<file path="src/rtl/mips_load_pkg.sv">
// Opcode constants, FSM states and request legality checks for the MIPS load unit.
// LOAD_SIGNED_EN adds LB/LH to the set of supported opcodes.
package mips_load_pkg;

  localparam logic [5:0] OP_LB  = 6'h20;
  localparam logic [5:0] OP_LH  = 6'h21;
  localparam logic [5:0] OP_LW  = 6'h23;
  localparam logic [5:0] OP_LBU = 6'h24;
  localparam logic [5:0] OP_LHU = 6'h25;

  typedef enum logic [1:0] {
    IDLE = 2'd0,
    REQ  = 2'd1,
    WB   = 2'd2,
    ERR  = 2'd3
  } state_t;

  function automatic logic op_supported(input logic [5:0] op);
    logic v;
    case (op)
      OP_LW, OP_LBU, OP_LHU: v = 1'b1;
`ifdef LOAD_SIGNED_EN
      OP_LB, OP_LH:          v = 1'b1;
`endif
      default:               v = 1'b0;
    endcase
    return v;
  endfunction

  function automatic logic addr_misaligned(input logic [5:0] op, input logic [1:0] lo);
    logic v;
    case (op)
      OP_LH, OP_LHU: v = lo[0];
      OP_LW:         v = (lo != 2'b00);
      default:       v = 1'b0;
    endcase
    return v;
  endfunction

endpackage

</file>
<file path="src/rtl/load_align_ext.sv">
// Combinational little-endian lane select and zero/sign extension of a read word.
// Zero latency, no flow control; LOAD_SIGNED_EN enables the LB/LH sign-extending paths.
module load_align_ext
  import mips_load_pkg::*;
(
  input  logic [5:0]  i_op,
  input  logic [1:0]  i_lane,
  input  logic [31:0] i_rdata,
  output logic [31:0] o_data
);

  logic [7:0]  w_byte;
  logic [15:0] w_half;

  assign w_byte = i_rdata[{i_lane, 3'b000} +: 8];
  assign w_half = i_rdata[{i_lane[1], 4'b0000} +: 16];

  always_comb begin
    o_data = i_rdata;
    case (i_op)
      OP_LBU: o_data = {24'h0, w_byte};
      OP_LHU: o_data = {16'h0, w_half};
`ifdef LOAD_SIGNED_EN
      OP_LB:  o_data = {{24{w_byte[7]}}, w_byte};
      OP_LH:  o_data = {{16{w_half[15]}}, w_half};
`endif
      default: o_data = i_rdata;
    endcase
  end

endmodule

</file>
<file path="src/rtl/load_unit.sv">
// MIPS load unit: accept in IDLE, one memory read with timeout, one-cycle writeback or error pulse.
// Min latency accept->wb_valid is 2 cycles; in_ready only in IDLE; LOAD_SIGNED_EN enables LB/LH.
module load_unit
  import mips_load_pkg::*;
#(
  parameter int TIMEOUT_CYCLES = 16
) (
  input  logic        clk,
  input  logic        rst_n,
  input  logic        in_valid,
  output logic        in_ready,
  input  logic [5:0]  opcode,
  input  logic [31:0] addr,
  input  logic [4:0]  dest,
  output logic        mem_req,
  output logic [31:0] mem_addr,
  input  logic        mem_ack,
  input  logic [31:0] mem_rdata,
  output logic        wb_valid,
  output logic [4:0]  wb_reg,
  output logic [31:0] wb_data,
  output logic        load_err
);

  localparam int CW = (TIMEOUT_CYCLES > 1) ? $clog2(TIMEOUT_CYCLES + 1) : 1;
  localparam logic [CW-1:0] LAST_WAIT = CW'(TIMEOUT_CYCLES - 1);

  state_t      r_state;
  logic        r_in_ready;
  logic        r_mem_req;
  logic [31:0] r_mem_addr;
  logic        r_wb_valid;
  logic [4:0]  r_wb_reg;
  logic [31:0] r_wb_data;
  logic        r_load_err;
  logic [5:0]  r_op;
  logic [1:0]  r_lane;
  logic [4:0]  r_dest;
  logic [CW-1:0] r_cnt;

  logic        w_legal;
  logic [31:0] w_ext;

  assign w_legal = op_supported(opcode) && !addr_misaligned(opcode, addr[1:0]);

  load_align_ext u_align (
    .i_op    (r_op),
    .i_lane  (r_lane),
    .i_rdata (mem_rdata),
    .o_data  (w_ext)
  );

  always_ff @(posedge clk or negedge rst_n) begin
    if (!rst_n) begin
      r_state    <= IDLE;
      r_in_ready <= 1'b1;
      r_mem_req  <= 1'b0;
      r_mem_addr <= 32'h0;
      r_wb_valid <= 1'b0;
      r_wb_reg   <= 5'h0;
      r_wb_data  <= 32'h0;
      r_load_err <= 1'b0;
      r_op       <= 6'h0;
      r_lane     <= 2'b00;
      r_dest     <= 5'h0;
      r_cnt      <= '0;
    end else begin
      r_wb_valid <= 1'b0;
      r_load_err <= 1'b0;
      case (r_state)
        IDLE: begin
          if (in_valid && r_in_ready) begin
            r_in_ready <= 1'b0;
            r_op       <= opcode;
            r_lane     <= addr[1:0];
            r_dest     <= dest;
            if (w_legal) begin
              r_state    <= REQ;
              r_mem_req  <= 1'b1;
              r_mem_addr <= {addr[31:2], 2'b00};
              r_cnt      <= '0;
            end else begin
              r_state    <= ERR;
              r_load_err <= 1'b1;
            end
          end
        end
        REQ: begin
          // An ack in the final wait cycle still wins over the timeout.
          if (mem_ack) begin
            r_state    <= WB;
            r_mem_req  <= 1'b0;
            r_wb_data  <= w_ext;
            r_wb_reg   <= r_dest;
            r_wb_valid <= (r_dest != 5'h0);
          end else if (r_cnt == LAST_WAIT) begin
            r_state    <= ERR;
            r_mem_req  <= 1'b0;
            r_load_err <= 1'b1;
          end else begin
            r_cnt <= r_cnt + 1'b1;
          end
        end
        WB, ERR: begin
          r_state    <= IDLE;
          r_in_ready <= 1'b1;
        end
        default: begin
          r_state    <= IDLE;
          r_in_ready <= 1'b1;
        end
      endcase
    end
  end

  assign in_ready = r_in_ready;
  assign mem_req  = r_mem_req;
  assign mem_addr = r_mem_addr;
  assign wb_valid = r_wb_valid;
  assign wb_reg   = r_wb_reg;
  assign wb_data  = r_wb_data;
  assign load_err = r_load_err;

endmodule

</file>
<file path="config.mk">
export PLATFORM = sky130hd
export DESIGN_NAME = load_unit
export DESIGN_NICKNAME = d
export VERILOG_FILES = /design/src/rtl/mips_load_pkg.sv /design/src/rtl/load_align_ext.sv /design/src/rtl/load_unit.sv
export SDC_FILE = /design/constraint.sdc
export NUM_CORES = 1
export LEC_CHECK = 0
export ABC_AREA = 0
export CAP_MARGIN = 20
export CORE_UTILIZATION = 49
export CTS_CLUSTER_SIZE = 30
export DETAILED_ROUTE_END_ITERATION = 12
export GPL_TIMING_DRIVEN = 0
export PLACE_DENSITY = 0.86
export SYNTH_ARGS = -nofsm -noshare
export SYNTH_HDL_FRONTEND = slang
export SYNTH_SLANG_ARGS = --single-unit
</file>
<file path="constraint.sdc">
create_clock -name clk -period 4.48 [get_ports clk]
set_input_delay 0.448 -clock clk [delete_from_list [all_inputs] [get_ports clk]]
set_output_delay 0.448 -clock clk [all_outputs]
set_load 0.005 [all_outputs]
</file>
Word level (Yosys, flattened, before mapping):

Index checks and enable logic that the tools add are counted.

* shifts and indexed selects: 2
* mux-type cells: 27
* add/subtract/negate cells: 1
* reduce and logical (&&, ||, !) cells: 18
* eq/ne operators: 15

Operator list (number)
* $pmux 32 s2: 1
* $eq 6x6->1 const B: 6
* $shiftx 32x6->16: 1
* $shiftx 32x6->8: 1
* $mux 5: 4
* $mux 1: 12
* $pmux 5 s2: 1
* $mux 2: 4
* $ne 2x2->1 const B: 4
* $pmux 1 s2: 4
* $reduce_and 2->1: 4
* $pmux 2 s3: 1
* $reduce_bool 2->1: 3
* $add 5x1->5 const B: 1
* $eq 5x4->1 const B: 1
* $reduce_and 5->1: 1
* $reduce_bool 5->1: 1
* $eq 2x2->1 const B: 2
* $reduce_and 4->1: 1
* $reduce_or 2->1: 2
* $ne 3x3->1 const B: 1
* $reduce_and 3->1: 1
* $reduce_or 3->1: 1
* $eq 2x1->1 const B: 1
* 3 further kinds: 4

* flip-flop bits (word level): 91
* input bits: 79

Depth between registers and ports, before layout:

* depth in word-level cells: 8
* mapped depth: 7

By module:

Synthesis repeated with hierarchy kept, for this count alone.

* cells, all modules: 375
* area, all modules: 4435.5 µm²

Modules (own cells, without submodules)
* load_unit: cells each 258, instances 1, area each 3694.8 µm², sequential area each 2278.4 µm²
* load_align_ext: cells each 117, instances 1, area each 740.7 µm², sequential area each 0.0 µm²

Worst setup path after synthesis:

No wires, ideal clock.

* path type: reg-to-reg
* from: reg r_cnt[0]
* to: reg r_cnt[3]
* period minus slack after synthesis: 2007 ps
* setup slack: 2473 ps
* data arrival time: 1927 ps
* setup time: 79 ps
* stages on the path, launching flop included: 8
* cell sequence: dfrtp_1 > ha_1 > and3_1 > ha_1 > or2_2 > a2111o_1 > a21oi_1 > mux2i_1

* longest elaborated chain between the ends: 4

RTL lines
* from (decl): RTL line load_unit.sv:39 `logic [CW-1:0] r_cnt;`
* from (signal assigned): RTL line load_unit.sv:101 `r_cnt <= r_cnt + 1'b1;`
* $add 5x1->5: RTL line load_unit.sv:101
* $mux 5: RTL line load_unit.sv:96 `end else if (r_cnt == LAST_WAIT) begin`
* $mux 5: RTL line load_unit.sv:90 `if (mem_ack) begin`
* $pmux 5 s2: RTL line load_unit.sv:70 `case (r_state)`

Several ways; a longest one is shown, not always the timed one. The select of a mux whose other input is x is not followed.
A chain may end at the register's enable or synchronous reset.

Worst setup path after layout:

* from: reg r_op[3]
* to: reg r_wb_data[12], in the netlist wb_data[12]

* longest elaborated chain between the ends: 2

RTL lines
* from (decl): RTL line load_unit.sv:36 `logic [5:0] r_op;`
* from (signal assigned): RTL line load_unit.sv:74 `r_op <= opcode;`
* $eq 6x6->1: RTL line load_align_ext.sv:20 `case (i_op)`
* $pmux 32 s2 (*): RTL line load_align_ext.sv:20
* to (signal assigned): RTL line load_unit.sv:93 `r_wb_data <= w_ext;`
* to (decl): RTL line load_unit.sv:34 `logic [31:0] r_wb_data;`

Mark *: on every way between the ends. The rest lies on a longest branch, timed or not.

==> flow_summary.yaml <==
clock_tree:
  postCtsResizedCells: 0
  insertion_delay_ns: 0.35
  clkSinkCount: 91
  clk_transition_reported_paths_ns: 0.10
  cts_htree_levels: 3
  root_buffer: "clkbuf_8"
  cts_tree: "yes"
  holdBufCountCts: 0
  tritoncts.num_buffers: 9
  cts_setup_buffers: 0
  maximum_root_to_sink_buffer_count: 2
setup_path:
  critPathSlowestCell: "nor4b_1"
  kind_of_capture_point_of_the_worst_setup_path: "register"
  critical_path_buf_inv_count: 2
  maximum_fanout_encountered_on_the_critical_timing_path: 10
  worstReg2RegStart: "r_op[3]$_DFFE_PN0P_"
  setup.reg_to_reg.worst_slack_ns: 2.27
  timing.reg2reg.worst_path_depth: 6
  reg2reg_to: "wb_data[12]$_DFFE_PN0P_"
  cp-start-kind: "register"
  critPathKind: "reg -> reg"
  critical_path_depth: 6
  crit_chain: "nor4b_1, clkbuf_1, nand2_1, clkbuf_1, a21oi_1, o21ai_0"
  timing.critical_path.required_ns: 4.71
  worst_path_most_repeated_cell: "clkbuf_1"
  critical_path_arrival_ns: 2.43
  critical_path.max_stage_delay_ns: 0.44
  critPathTopFamily: "buffers and inverters"
die:
  core_region_area_sq_um: 8300
  io-pin-count: 152
  fp.dieH_um: 95.1
  fp-row-count: 33
  starting_utilization_of_the_core_area: 0.512
  total_die_area_sq_um: 9050
  die_x_um: 95.1
global_routing:
  grt_first_pass_wirelength_um: 17300
  vias_in_the_first_global_route: 3580
  grt_antenna_before_repair: 0
  gr-usage-all-layers: 0.250
  grt_start_max_net_pins: 58
  gr-total-overflow: 0
sta:
  rsz_0062_raised_after_global_routing: "false"
  worst-slew-pin-transition_ns: 0.543
  clock-skew-final_ns: 0.0119
  finalCritPeriodShare: 0.493
  timing.fmax_mhz: 453
  final_critical_path_setup_slack_ns: 2.27
  maxSlewHeadroom: 0.638
  worst_hold_slack_ns: 0.0488
  post-route-min-period_ns: 2.21
  report.final.slew_viol_count: 0
  timing_hold_violations_final: 0
  setup-violations-final: 0
route:
  drt-initial-drc-count: 140
  antenna_left: 0
  drc_violations_left: 0
  drt_pass1_iterations: 5
  drt-vias-per-instance: 5.48
  routed_wire_length_per_instance_um: 16.9
  detailroute.via_count: 3473
  wirelength_um: 10700
layout:
  fin_util: 0.736
  final_net_count: 605
  antenna_cells_inserted: 0
  most_common_library_cell_in_the_layout_ignoring_fill_and_taps: "clkdlybuf4s50_1"
  largest_register_ffs: 32
  syn_to_final_growth_pct: 43.7
  final-instance-count-excl-fill: 634
  most-common-layout-cells: "clkdlybuf4s50_1 (148), dfrtp_1 (90), nand2_1 (49)"
  drive_gt1_frac: 0.155
run_status:
  outcome: "completed"
placed_design:
  dp_worst_setup_slack_ns: 2.12
  input_output_buffers: 149
  hpwlAfterDp_um: 8130
  numPlacedInstances: 618
  place.gp.congestion: 0.817
yosys:
  avgSynthCellArea_sq_um: 11.7
  netlist_instances: 362
  synth.ff_latch_count: 91
  synth_sequential_area_ratio: 0.536
  async_reset_ff_frac: 1.00
  synthesis.yosys.warnings: 0
  synth_edf_count: 0
  synthFlopType: "dfrtp_1"
  synth.distinct_cells: 41
  syn-cell-area_sq_um: 4250
flow_run:
  drv.max_cap_violation_count: 0
pwr:
  vdd_drop_max_mv: 0.317
  p_per_area_nw_per_um2: 566
  power_total_mw: 3.46
  p_leak_nw: 2.83
hold_path:
  hold_path_class: "in -> async"
==> cell type report <==
class	count	area, sq um
multi-input cells	237	1810
clock buffers	9	124
flip-flops and latches	91	2280
plain buffers	27	139
fillers	563	2190
repair buffers	150	1520
inverters	8	30.0
clock inverters	7	81.3
well taps	105	131
==> cell usage after synthesis, drive strengths merged, types with 3 or more instances <==
master | count | area share
mux2 | 49 | 0.15
a21o | 8 | 0.014
nand2 | 49 | 0.043
o21ai | 21 | 0.025
and4b | 6 | 0.014
a211o | 3 | 0.0062
a32o | 6 | 0.014
nor2b | 3 | 0.0044
or2 | 3 | 0.0044
nor2 | 8 | 0.0071
clkbuf | 18 | 0.016
dfrtp | 90 | 0.53
o31ai | 10 | 0.018
buf | 9 | 0.017
nor3 | 3 | 0.0035
inv | 8 | 0.0071
a22o | 3 | 0.0062
o211ai | 3 | 0.0053
nand3b | 3 | 0.0053
a21oi | 28 | 0.033
nand2b | 3 | 0.0044
mux2i | 8 | 0.019
==> worst reg2reg max path: stages (launching register included) <==
cell and delay, ns:
dfrtp_1 0.41, nor4b_1 0.44, clkbuf_1 0.37, nand2_1 0.22, clkbuf_1 0.30, a21oi_1 0.24, o21ai_0 0.10
==> power by group <==
part           switching, mW  leakage [nW]  internal, mW  total, mW
Clock                  0.314        0.0944         0.266      0.580
Sequential             0.222          1.15          1.17       1.39
Combinational          0.571          1.58         0.912       1.48
==> per-stage QoR <==
stage / setup TNS [ns] / cell area (sq um)
finish: 0 / 6110
floorplan: 0 / 4250
global placement: -23.06 / 5880
CTS: 0 / 6110
global route: 0 / 6110
detailed placement: 0 / 5900
==> routing by layer <==
metal | track usage | vias up | share of wire
li1 | - | 1609 | -
met1 | 0.340 | 1702 | 0.43
met2 | 0.410 | 147 | 0.50
met3 | 0.0343 | 15 | 0.054
met4 | 0.0871 | 0 | 0.014
met5 | 0 | - | 0
==> cells by family (layout without fill, tap and decap cells) <==
family          after synthesis  in the layout  share of synthesized area
flops                        91             91                      0.536
simple gates                 86             86                      0.102
fa+ha+maj                     2              2                    0.00589
mux                          57             57                      0.173
buf+inv                      35            201                     0.0397
other cells                   1              2                   0.000883
compound gates               90             90                      0.142
==> worst max path at each step <==
stage,from,endpoint
floorplan,r_cnt[0]$_DFFE_PN0P_,r_cnt[3]$_DFFE_PN0P_
global placement,rst_n,wb_data[13]$_DFFE_PN0P_
detailed placement,opcode[2],r_cnt[0]$_DFFE_PN0P_
CTS,r_op[1]$_DFFE_PN0P_,wb_data[12]$_DFFE_PN0P_
global route,r_op[1]$_DFFE_PN0P_,wb_data[12]$_DFFE_PN0P_
finish,r_op[3]$_DFFE_PN0P_,wb_data[12]$_DFFE_PN0P_
(Power assumes the default switching activity.)
